## config.mk

```make
export PLATFORM = sky130hd
export DESIGN_NAME = instr_loader
export DESIGN_NICKNAME = d
export VERILOG_FILES = /design/src/rtl/instr_loader.sv
export SDC_FILE = /design/constraint.sdc
export NUM_CORES = 1
export LEC_CHECK = 0
export CAP_MARGIN = 0
export CORE_ASPECT_RATIO = 1.75
export CORE_UTILIZATION = 48
export DETAILED_ROUTE_END_ITERATION = 8
export PLACE_DENSITY = 0.81
export SLEW_MARGIN = 20
export SYNTH_ARGS = -nofsm -noshare
export SYNTH_HDL_FRONTEND = slang
export SYNTH_SLANG_ARGS = --single-unit
```

## constraint.sdc

```tcl
create_clock -name clk -period 1.55 [get_ports clk]
set_clock_uncertainty 0.15 [all_clocks]
set_input_delay 0.2325 -clock clk [delete_from_list [all_inputs] [get_ports clk]]
set_output_delay 0.2325 -clock clk [all_outputs]
set_load 0.02 [all_outputs]
```

## src/rtl/instr_loader.sv

```systemverilog
// Instruction memory loader: accepts a length-prefixed program as a byte
// stream, packs bytes big-endian into 32-bit words, writes them to
// consecutive addresses from 0, and holds the CPU in reset while loading.
module instr_loader #(
    parameter int ADDR_W = 8,
    parameter int DATA_W = 32
) (
    input  logic              clk,
    input  logic              rst_n,
    input  logic              start,
    input  logic [7:0]        byte_in,
    input  logic              byte_valid,
    output logic              byte_ready,
    output logic              we,
    output logic [ADDR_W-1:0] wa,
    output logic [DATA_W-1:0] wd,
    output logic              cpu_hold,
    output logic              busy,
    output logic              done
);

    localparam logic [2:0] S_IDLE  = 3'd0;
    localparam logic [2:0] S_LEN   = 3'd1;
    localparam logic [2:0] S_DATA  = 3'd2;
    localparam logic [2:0] S_WRITE = 3'd3;
    localparam logic [2:0] S_DONE  = 3'd4;

    localparam logic [ADDR_W-1:0] ADDR_ONE = {{(ADDR_W-1){1'b0}}, 1'b1};

    logic [2:0]        state;
    logic [7:0]        words_left;   // 0 encodes 256: decrementing wraps through 255..1
    logic [1:0]        byte_cnt;
    logic [ADDR_W-1:0] addr;         // address of the next word to be written
    logic [DATA_W-1:0] shift_q;      // word under assembly, shifts left per byte
    logic [ADDR_W-1:0] wa_q;
    logic [DATA_W-1:0] wd_q;
    logic              xfer;

    // byte_ready depends only on state, so the source never sees a combinational loop
    assign byte_ready = (state == S_LEN) || (state == S_DATA);
    assign xfer       = byte_valid && byte_ready;
    assign we         = (state == S_WRITE);
    assign done       = (state == S_DONE);
    assign cpu_hold   = (state != S_IDLE);
    assign busy       = cpu_hold;
    assign wa         = wa_q;
    assign wd         = wd_q;

    // Control FSM with address, length and byte counters
    always_ff @(posedge clk or negedge rst_n) begin
        if (!rst_n) begin
            state      <= S_IDLE;
            words_left <= 8'd0;
            byte_cnt   <= 2'd0;
            addr       <= '0;
        end else begin
            case (state)
                S_IDLE: begin
                    if (start) begin
                        state    <= S_LEN;
                        addr     <= '0;
                        byte_cnt <= 2'd0;
                    end
                end
                S_LEN: begin
                    if (xfer) begin
                        words_left <= byte_in;
                        state      <= S_DATA;
                    end
                end
                S_DATA: begin
                    if (xfer) begin
                        byte_cnt <= byte_cnt + 2'd1;
                        if (byte_cnt == 2'd3) begin
                            state <= S_WRITE;
                        end
                    end
                end
                S_WRITE: begin
                    addr       <= addr + ADDR_ONE;
                    words_left <= words_left - 8'd1;
                    state      <= (words_left == 8'd1) ? S_DONE : S_DATA;
                end
                S_DONE: begin
                    state <= S_IDLE;
                end
                default: begin
                    state <= S_IDLE;
                end
            endcase
        end
    end

    // Byte packing and write-port registers; wa/wd only change when a word completes
    always_ff @(posedge clk or negedge rst_n) begin
        if (!rst_n) begin
            shift_q <= '0;
            wa_q    <= '0;
            wd_q    <= '0;
        end else if (state == S_DATA && xfer) begin
            shift_q <= {shift_q[DATA_W-9:0], byte_in};
            if (byte_cnt == 2'd3) begin
                wd_q <= {shift_q[DATA_W-9:0], byte_in};
                wa_q <= addr;
            end
        end
    end

endmodule

```

==> results of run 1 <==
==> through the flow <==
stage	TNS, ns	hold WS [ns]	area, µm²	setup WS, ns	power [mW]
2_1_floorplan	-4.92	-0.213	3640	-0.128	6.42
3_5_place_dp	-35.66	0.0322	4400	-0.561	8.18
6_report	-21.00	0.222	5510	-0.391	11.7
3_3_place_gp	-32.33	0.0273	4400	-0.498	7.99
5_1_grt	-24.50	0.267	5510	-0.446	12.2
4_1_cts	-16.50	0.228	5020	-0.275	10.5
==> state kept, by name, summed over array words and instances, names as in the netlist <==
register	cells
wd	32
shift_q	24
words_left	8
byte_cnt	2
addr	8
state	3
wa	8
==> cell families after synthesis <==
logic type                 after synthesis
xor gates and xnor gates                 1
DFF                                     85
AOI/OAI and AO/OA                       31
muxes                                   67
buffers and inverters                   17
adders and majority gates                4
and+or+nand+nor                         53
==> worst max-delay path by stage <==
stage	endpoint	slack, ns
final	words_left[3]	-0.39
after global routing	words_left[3]	-0.45
after CTS	wa[5]	-0.27
after detailed placement	wa[5]	-0.56
after global placement	wa[6]	-0.50
after floorplan	wd[0]	-0.13
==> cells in the final DEF (no fill, tap or decap), drive strengths merged <==
cell type	Yosys	layout
mux2i	2	2
nand4	4	4
or3	1	1
a22oi	2	2
nor4bb	1	1
nor3	4	4
a31oi	2	2
and3	2	2
nor4	1	1
nand3b	4	4
clkinv	0	2
dlygate4sd2	0	40
a21oi	3	3
buf	13	58
nor3b	3	3
a211oi	5	5
a22o	2	2
a311oi	2	2
dfrtp	85	85
and4bb	2	2
o41ai	1	1
xnor2	1	1
mux2	65	65
nand2	9	9
o21ai	12	12
dlygate4sd3	0	1
and2	2	2
inv	4	4
o211ai	2	2
clkbuf	0	18
nand3	5	5
nor2b	2	2
nor4b	1	1
ha	4	4
clkdlybuf4s50	0	10
nor2	12	12
==> timing repair <==
action | 4_1_cts | 5_1_grt
setup endpoints to repair | 126 | 86
pin swaps | 5 | 18
gates cloned | 4 | 7
resized for setup | 126 | 73
hold endpoints to repair | 26 | 0
hold buffers | 1 | 0
buffers inserted | 13 | 14
==> synthesized netlist by cell type <==
cell type	instances
nor3_1	4
o41ai_1	1
nor3b_2	1
a311oi_1	2
nand2_1	9
inv_1	4
nor2b_1	2
nor4_1	1
nor3b_1	1
dfrtp_1	85
nor2_1	12
mux2_2	55
ha_1	4
nand3b_4	1
and4bb_2	2
o211ai_1	2
nor4b_1	1
nand3b_2	1
mux2i_1	2
a22o_1	2
nor4bb_1	1
nand4_1	4
buf_2	5
nand3_1	5
buf_6	5
xnor2_1	1
o21ai_0	12
or3_1	1
a31oi_1	2
nor3b_4	1
and2_1	2
nand3b_1	2
buf_4	2
and3_1	2
a211oi_1	5
mux2_4	10
a22oi_1	2
buf_8	1
a21oi_1	3
==> routing by layer <==
layer / vias to the layer above / track usage [%] / share of wire (%)
met5: - / 0 / 0
met4: 0 / 12.2 / 3.7
met2: 114 / 39.7 / 53
met1: 1366 / 30.5 / 39
li1: 1163 / - / -
met3: 37 / 3.78 / 4.0
==> power by group through the flow <==
stage / Clock (mW) / Sequential, mW / Combinational [mW]
floorplan: 0 / 4.46 / 1.96
global placement: 0 / 3.98 / 4.00
detailed placement: 0 / 4.06 / 4.12
CTS: 1.98 / 4.02 / 4.53
global route: 2.07 / 4.26 / 5.84
finish: 1.97 / 4.17 / 5.54
==> layout make-up <==
class	instances	area, µm²
Sequential cell	85	2130
Fill cell	413	1770
Multi-Input combinational cell	156	1730
Timing Repair Buffer	115	1260
Clock buffer	12	256
Tap cell	86	108
Inverter	4	20.0
Clock inverter	2	10.0
==> metrics, run 1 <==
outcome complete, but fails checks; failing checks negative setup slack; Mapped Nets 274; detailed-placement wirelength estimate 4800 µm; Worst path depth 6; Crit path top cell by count buf_6; # IOs 57; GRT overflow 0; Compound-Gate Fraction of Synth Area 5.48%; Die Y 117 µm; critical-path cell list buf_6, buf_6, nor4bb_4, buf_4, nor3_1, a211oi_1; fin. max-slew vios 0; Synth top area share 58.6%; sequential share of power 35.7%; minimum clock period 1.94 ns; vias in the first global route 2607; first-pass GRT wire length 13700 µm; Clock Root Buffer clkbuf_16; Clk pwr share 16.9%; Worst path max stage delay 0.44 ns; internal power 7.57 mW; slowest CP cell dfrtp_2; Post-Layout Cell Count 460; Vias/cell 5.83; DRT Pass-1 Iters 4; largest net degree at the start of global routing 36; Die ar. 7920 µm²; DR iter-0 viols 161; RSZ-0062 raised after global routing yes; Setup Viol. Count Final 87; Synth Cell Area 3630 µm²; share of cells above drive strength 1 46.5%; critical path type flip-flop to flip-flop; mux cell area share after synthesis 21.8%; R2R Path End words_left[3]; Max Clock Freq 515 MHz; num rows 41; Reg2Reg Depth 6; worst endpoint required time 1.61 ns; Initial Util 49.8%; IO Port Bufs 56; Psw 4.11 mW; CP Launch Point state[1]; critical path's top delay family buffers and inverters; Hold Crit Class primary input to async pin; FF-to-FF setup slack -0.39 ns; global placer's final weighted congestion 0.801; CTS Sinks 85; WP buf/inv 3; VDD IR max 1.22 mV; Core ar. 7280 µm²; CTS Buffer Depth 2; flops & latches, synth 85; CP Max Fanout 5; initial antenna violation count 0; area delta synth->final 51.9%; PwrDens 2120 nW/µm²; Worst-Skew Late Latency 0.33 ns; n_diodes 0; Syn. warnings 0; relative slew slack 73.4%; vias after detailed routing 2680; Final ANT Viol Nets 0; Critical Path AT 2.00 ns; Synth Area in Adders 1.38%; Routed WL per cell 23.3 µm; dpl cells 410; Final Hold Viols 0; Simple-Gate Fraction of Synth Area 9.03%; Synth Instances 258; top post-synthesis cells by area dfrtp_1, mux2_2, mux2_4, o21ai_0, buf_6; routed wire length 10700 µm; Finished Core Util 75.7%; register area share after synthesis 58.6%; DRC 0; switch share 35.2%; die width 67.7 µm; Worst-path clk slew 0.05 ns; crit path launch type flip-flop; number of max-cap violations 0; Comb pwr share 47.4%; leading area contributor after synthesis dfrtp_1; CTS HTree Levels 3; leakage 2.63 nW; Tot GR Track Use 24.3%; Critical Path Sink Type flip-flop; largest family of logic cells by synthesized area multiplexers; Worst Tran Pin Value 0.396 ns; TritonCTS Buffers 9; RR Startpoint state[1]; final period utilization 125%; synth unique cells 39; final worst slack -0.391 ns; Synth Area in XOR/XNOR 0.241%; CTS tree done; Synth Area per Inst 14.1 µm²; final net count 387
No activity file was read; power rests on OpenSTA's default activity.
==> inputs of run 2 (changes only) <==
--- a/config.mk
+++ b/config.mk
@@ -9,7 +9,7 @@
 export CORE_ASPECT_RATIO = 1.75
 export CORE_UTILIZATION = 48
 export DETAILED_ROUTE_END_ITERATION = 8
-export PLACE_DENSITY = 0.81
+export PLACE_DENSITY = 0.71
 export SLEW_MARGIN = 20
 export SYNTH_ARGS = -nofsm -noshare
 export SYNTH_HDL_FRONTEND = slang
==> run 2 against run 1 <==
  * The run still ends with negative setup slack left
  * Setup slack improved by 0.12 ns
  * Critical path depth fell by 1
  * Flip-flop and latch count stayed put
  * Count of clock-buffer cells in the layout grew 1
  * Core utilization shrank 1.5 points
  * Global-route usage shrank 2.6 points
  * Critical endpoint is now wd[0]
  * Largest power group unchanged
==> metrics, run 2 (synthesis gave the netlist of run 1 again) <==
Routed WL per cell 19.1 µm (-18%); routed wire length 8750 µm (-18%); IO Port Bufs 56 (unchanged); Tot GR Track Use 21.6% (-2.6 points); first-pass GRT wire length 12300 µm (-10%); VDD IR max 1.46 mV (+20%); Worst path depth 5 (-1); register area 2130 µm² (about the same); RSZ-0062 raised after global routing yes; PwrDens 2120 nW/µm² (+0.22%); worst endpoint required time 1.62 ns (about the same); DRC 0 (unchanged); die width 67.7 µm (unchanged); Clock Root Buffer clkbuf_16; TritonCTS Buffers 9 (unchanged); Critical Path AT 1.89 ns (-0.11 ns); CP Launch Point state[0]; GRT overflow 0 (unchanged); slowest CP cell dfrtp_2; Post-Layout Cell Count 459 (-0.22%); # IOs 57 (unchanged); CTS HTree Levels 3 (unchanged); FF-to-FF setup slack -0.27 ns (+0.12 ns); Final Hold Viols 0 (unchanged); total negative setup slack -16.17 ns (+4.83 ns); WP buf/inv 2 (-1); Final ANT Viol Nets 0 (unchanged); crit path launch type flip-flop; Reg2Reg Depth 5 (-1); Critical Path Sink Type flip-flop; final worst slack -0.268 ns (+0.122 ns); Worst path max stage delay 0.46 ns (+0.02 ns); largest net degree at the start of global routing 35 (-2.8%); relative slew slack 71.1% (-2.4 points); Power, Total 11.5 mW (-1.8%); area delta synth->final 48.9%; Fillers 464 (+12%); number of max-cap violations 0 (unchanged); Core ar. 7280 µm² (unchanged); outcome complete, but fails checks; final period utilization 117% (-7.9 points); Die Y 117 µm (unchanged); critical path type flip-flop to flip-flop; Worst Tran Pin Value 0.429 ns (+0.0338 ns); vias after detailed routing 2543 (-5.1%); fin. max-slew vios 0 (unchanged); CTS tree done; CTS Sinks 85 (unchanged); DRT Pass-1 Iters 4 (unchanged); DR iter-0 viols 102 (-37%); Setup Viol. Count Final 83 (-4.6%); footprint of the multi-input gates 1660 µm² (-3.9%); leading cell types in the layout, fill and taps excluded dfrtp_1, mux2_4, dlygate4sd2_1; Hold Crit Class primary input to async pin; most common cell after layout, fill and taps aside dfrtp_1; num rows 41 (unchanged); vias in the first global route 2477 (-5.0%); initial antenna violation count 0 (unchanged); Initial Util 49.8% (unchanged); R2R Path End wd[0]; failing checks negative setup slack; CTS Buffer Depth 2 (unchanged); global placer's final weighted congestion 0.838 (+4.6%); Die ar. 7920 µm² (unchanged); Max Clock Freq 550 MHz (+6.7%); minimum clock period 1.82 ns (-0.122 ns); leakage 2.56 nW (-2.8%); Worst-Skew Late Latency 0.34 ns (about the same); detailed-placement wirelength estimate 4950 µm (+3.3%); dpl ws -0.515 ns (+0.0459 ns); CP Max Fanout 7 (+2); n_diodes 0 (unchanged); CP Capture Point wd[0]; critical path's top delay family flip-flops; dpl cells 415 (+1.2%); share of cells above drive strength 1 46.4% (-0.14 points); RR Startpoint state[0]; max reg flops 32 (unchanged); critical-path cell list nand3b_4, nor3b_4, buf_6, clkbuf_16, mux2_2; Worst-path clk slew 0.06 ns (about the same); final net count 384 (-0.78%); Vias/cell 5.54 (-4.9%)
==> run 2: how the worst min path moves through the flow <==
stage	from	to	slack (ns)
finish	rst_n	wd[30]	0.21
global route	rst_n	words_left[3]	0.24
CTS	rst_n	words_left[3]	0.20
detailed placement	rst_n	shift_q[22]	0.03
global placement	rst_n	shift_q[20]	0.02
floorplan	rst_n	addr[0]	-0.21
==> run 2: layout make-up <==
type                       count  area share [%]
clock inverter                 3            1.20
clock buffer                  13            5.19
timing repair buffer         112            21.2
multi-input combinational    156            30.7
tap                           86            1.99
inverter                       4           0.370
sequential                    85            39.4
==> run 2: power breakdown <==
part           switching (mW)  leakage [nW]  internal, mW  total [mW]
registers               0.778          1.04          3.27        4.05
clock network           0.838         0.172          1.58        2.42
logic                    2.18          1.35          2.82        5.00
total                    3.80          2.56          7.68        11.5
==> run 2: stage by stage <==
step	cell area, µm²	util (%)	hold WS [ns]
4_1_cts	4970	68.2	0.204
6_report	5400	74.2	0.208
2_1_floorplan	3640	-	-0.213
3_3_place_gp	4450	61.1	0.0232
3_5_place_dp	4450	61.1	0.0250
5_1_grt	5400	74.2	0.243
==> run 2: what timing repair did <==
action | CTS | global route
cloned | 1 | 4
endpoints found under the setup margin | 127 | 89
pin swaps | 4 | 16
hold buffers | 1 | 0
hold endpoints to repair | 78 | 0
setup buffers | 4 | 19
gates resized for setup | 110 | 58
==> run 2: per-layer routing <==
metal  vias up  share of wire (%)  track usage [%]
li1       1152                  -                -
met1      1310                 39             24.7
met2        59                 54             36.6
met3        22                3.5             3.39
met4         0                3.1             13.8
met5         -                  0                0
==> inputs of run 3 (changes only) <==
--- a/config.mk
+++ b/config.mk
@@ -10,6 +10,7 @@
 export CORE_UTILIZATION = 48
 export DETAILED_ROUTE_END_ITERATION = 8
 export PLACE_DENSITY = 0.71
+export REMOVE_ABC_BUFFERS = 1
 export SLEW_MARGIN = 20
 export SYNTH_ARGS = -nofsm -noshare
 export SYNTH_HDL_FRONTEND = slang
==> run 3 against run 2 <==
  * Setup slack got worse by 0.014 ns
  * Wire length rose by 5.0%
  * Worst hold slack improved by 0.10 ns
  * Global-route usage fell by 0.56 points
  * Critical path depth fell by 1
  * Cell area barely moved
  * The flow still finishes with violations (negative setup slack)
  * Highest routed layer unchanged
  * Via count rose by 2.1%
  * First-iteration DRC count rose by 65%
  * Largest cell class unchanged
  * Flip-flop and latch count did not move
  * Total power rose by 2.2%
==> metrics, run 3 (synthesis gave the netlist of run 1 again) <==
DRT Pass-1 Iters 4 (unchanged); Worst path max stage delay 0.46 ns (about the same); WP buf/inv 2 (unchanged); dpl ws -0.481 ns (+0.0338 ns); CTS HTree Levels 3 (unchanged); Post-Layout Cell Count 458 (-0.22%); Worst-path clk slew 0.06 ns (about the same); Hold Crit Class primary input to async pin; share of cells above drive strength 1 47.3% (+0.93 points); GRT overflow 0 (unchanged); n_diodes 0 (unchanged); # IOs 57 (unchanged); CTS tree done; Comb pwr share 44.2% (+0.6 points); switch share 33.5% (+0.38 points); dpl cells 410 (-1.2%); minimum clock period 1.83 ns (+0.0139 ns); Core ar. 7280 µm² (unchanged); Worst Tran Pin Value 0.560 ns (+0.131 ns); RSZ-0062 raised after global routing yes; vias in the first global route 2464 (-0.52%); Tot GR Track Use 21.1% (-0.56 points); final period utilization 118% (+0.89 points); crit path launch type flip-flop; CTS Sinks 85 (unchanged); Psw 3.92 mW (+3.4%); largest net degree at the start of global routing 86 (+150%); relative slew slack 62.2% (-8.8 points); worst endpoint required time 1.62 ns (about the same); Die Y 117 µm (unchanged); Critical Path Sink Type flip-flop; die width 67.7 µm (unchanged); max reg flops 32 (unchanged); first-pass GRT wire length 12100 µm (-1.8%); outcome complete, but fails checks; initial antenna violation count 0 (unchanged); Die ar. 7920 µm² (unchanged); global placer's final weighted congestion 0.819 (-2.2%); Worst-Skew Late Latency 0.34 ns (about the same); final worst slack -0.282 ns (-0.0139 ns); Max Clock Freq 546 MHz (-0.76%); internal power 7.80 mW (+1.6%); fin. max-slew vios 0 (unchanged); PwrDens 2170 nW/µm² (+2.3%); critical path type flip-flop to flip-flop; vias after detailed routing 2596 (+2.1%); detailed-placement wirelength estimate 4580 µm (-7.6%); CTS Buffer Depth 2 (unchanged); slowest CP cell dfrtp_2; VDD IR max 1.37 mV (-6.3%); Vias/cell 5.67 (+2.3%); leakage 2.56 nW (+0.15%); critical-path cell list buf_6, and4bb_4, clkbuf_16, mux2_4; Clk pwr share 21.0% (about the same); Clock Root Buffer clkbuf_16; Fillers 474 (+2.2%); area delta synth->final 48.9% (about the same); critical path's top delay family flip-flops; TritonCTS Buffers 9 (unchanged); DR iter-0 viols 168 (+65%); sequential share of power 34.8% (-0.5 points); Routed WL per cell 20.1 µm (+5.3%); most common cell after layout, fill and taps aside dfrtp_1; routed wire length 9190 µm (+5.0%); DRC 0 (unchanged); number of max-cap violations 0 (unchanged); Initial Util 49.8% (unchanged); leading cell types in the layout, fill and taps excluded dfrtp_1, mux2_4, dlygate4sd2_1; num rows 41 (unchanged); Final Hold Viols 0 (unchanged); Critical Path AT 1.90 ns (about the same); IO Port Bufs 56 (unchanged); Setup Viol. Count Final 88 (+6.0%); final net count 383 (-0.26%); Final ANT Viol Nets 0 (unchanged); failing checks negative setup slack; CP Max Fanout 7 (unchanged)
==> run 3: final timing paths <==
check / from / slack (ns) / cells past startpoint / endpoint
max reg2reg: state[2] / -0.28 / 4 / shift_q[23]
min reg2reg: addr[7] / 0.34 / 1 / addr[7]
min: rst_n / 0.31 / 3 / wa[7]
min in group clk: addr[7] / 0.34 / 1 / addr[7]
max in group asynchronous: rst_n / 0.59 / 3 / wd[3]
max: state[2] / -0.28 / 4 / shift_q[23]
==> run 3: power groups by stage <==
stage | Sequential, mW | Combinational [mW] | Clock, mW
global placement | 3.99 | 4.02 | 0
CTS | 4.00 | 4.24 | 2.47
detailed placement | 4.03 | 4.12 | 0
global route | 4.20 | 5.49 | 2.55
finish | 4.08 | 5.19 | 2.46
floorplan | 4.49 | 1.78 | 0
==> run 3: timing repair <==
item                                    CTS  global route
gates cloned                              1             4
endpoints found under the hold margin    85             0
pin swaps                                 6            14
endpoints found under the setup margin  127            87
hold buffers                              1             0
buffers inserted                         12            16
resized for setup                       116            72
==> run 3: cell type report <==
type | count | area, µm² | area share [%]
Multi-Input combinational cell | 156 | 1720 | 31.8
Timing Repair Buffer | 111 | 1090 | 20.1
Inverter | 4 | 17.5 | 0.324
Tap cell | 86 | 108 | 1.99
Sequential cell | 85 | 2130 | 39.4
Clock buffer | 12 | 246 | 4.56
Clock inverter | 4 | 95.1 | 1.76
==> run 3: metal layers <==
layer / global-route usage (%) / vias to the layer above / share of wire (%) / wire length, µm
met5: 0 / - / 0 / 0
li1: - / 1153 / - / -
met3: 4.26 / 22 / 3.6 / 327
met4: 12.9 / 0 / 3.6 / 331
met1: 24.3 / 1348 / 39 / 3580
met2: 35.0 / 73 / 54 / 4950
==> run 3: worst register-to-register path: stages, from the launching register on <==
cell	delay [ns]
dfrtp_2	0.46
buf_6	0.15
and4bb_4	0.43
clkbuf_16	0.21
mux2_4	0.30
==> run 3: through the flow <==
step           setup TNS, ns  hold slack, ns  instance area (µm²)  power (mW)  utilization, %
2_1_floorplan         -53.87          -0.213                 3520        6.27               -
3_3_place_gp          -33.36           0.148                 4390        8.01            60.3
3_5_place_dp          -35.02           0.151                 4390        8.16            60.3
4_1_cts               -15.67           0.336                 4980        10.7            68.3
5_1_grt               -22.45           0.367                 5400        12.2            74.1
6_report              -18.57           0.309                 5400        11.7            74.1
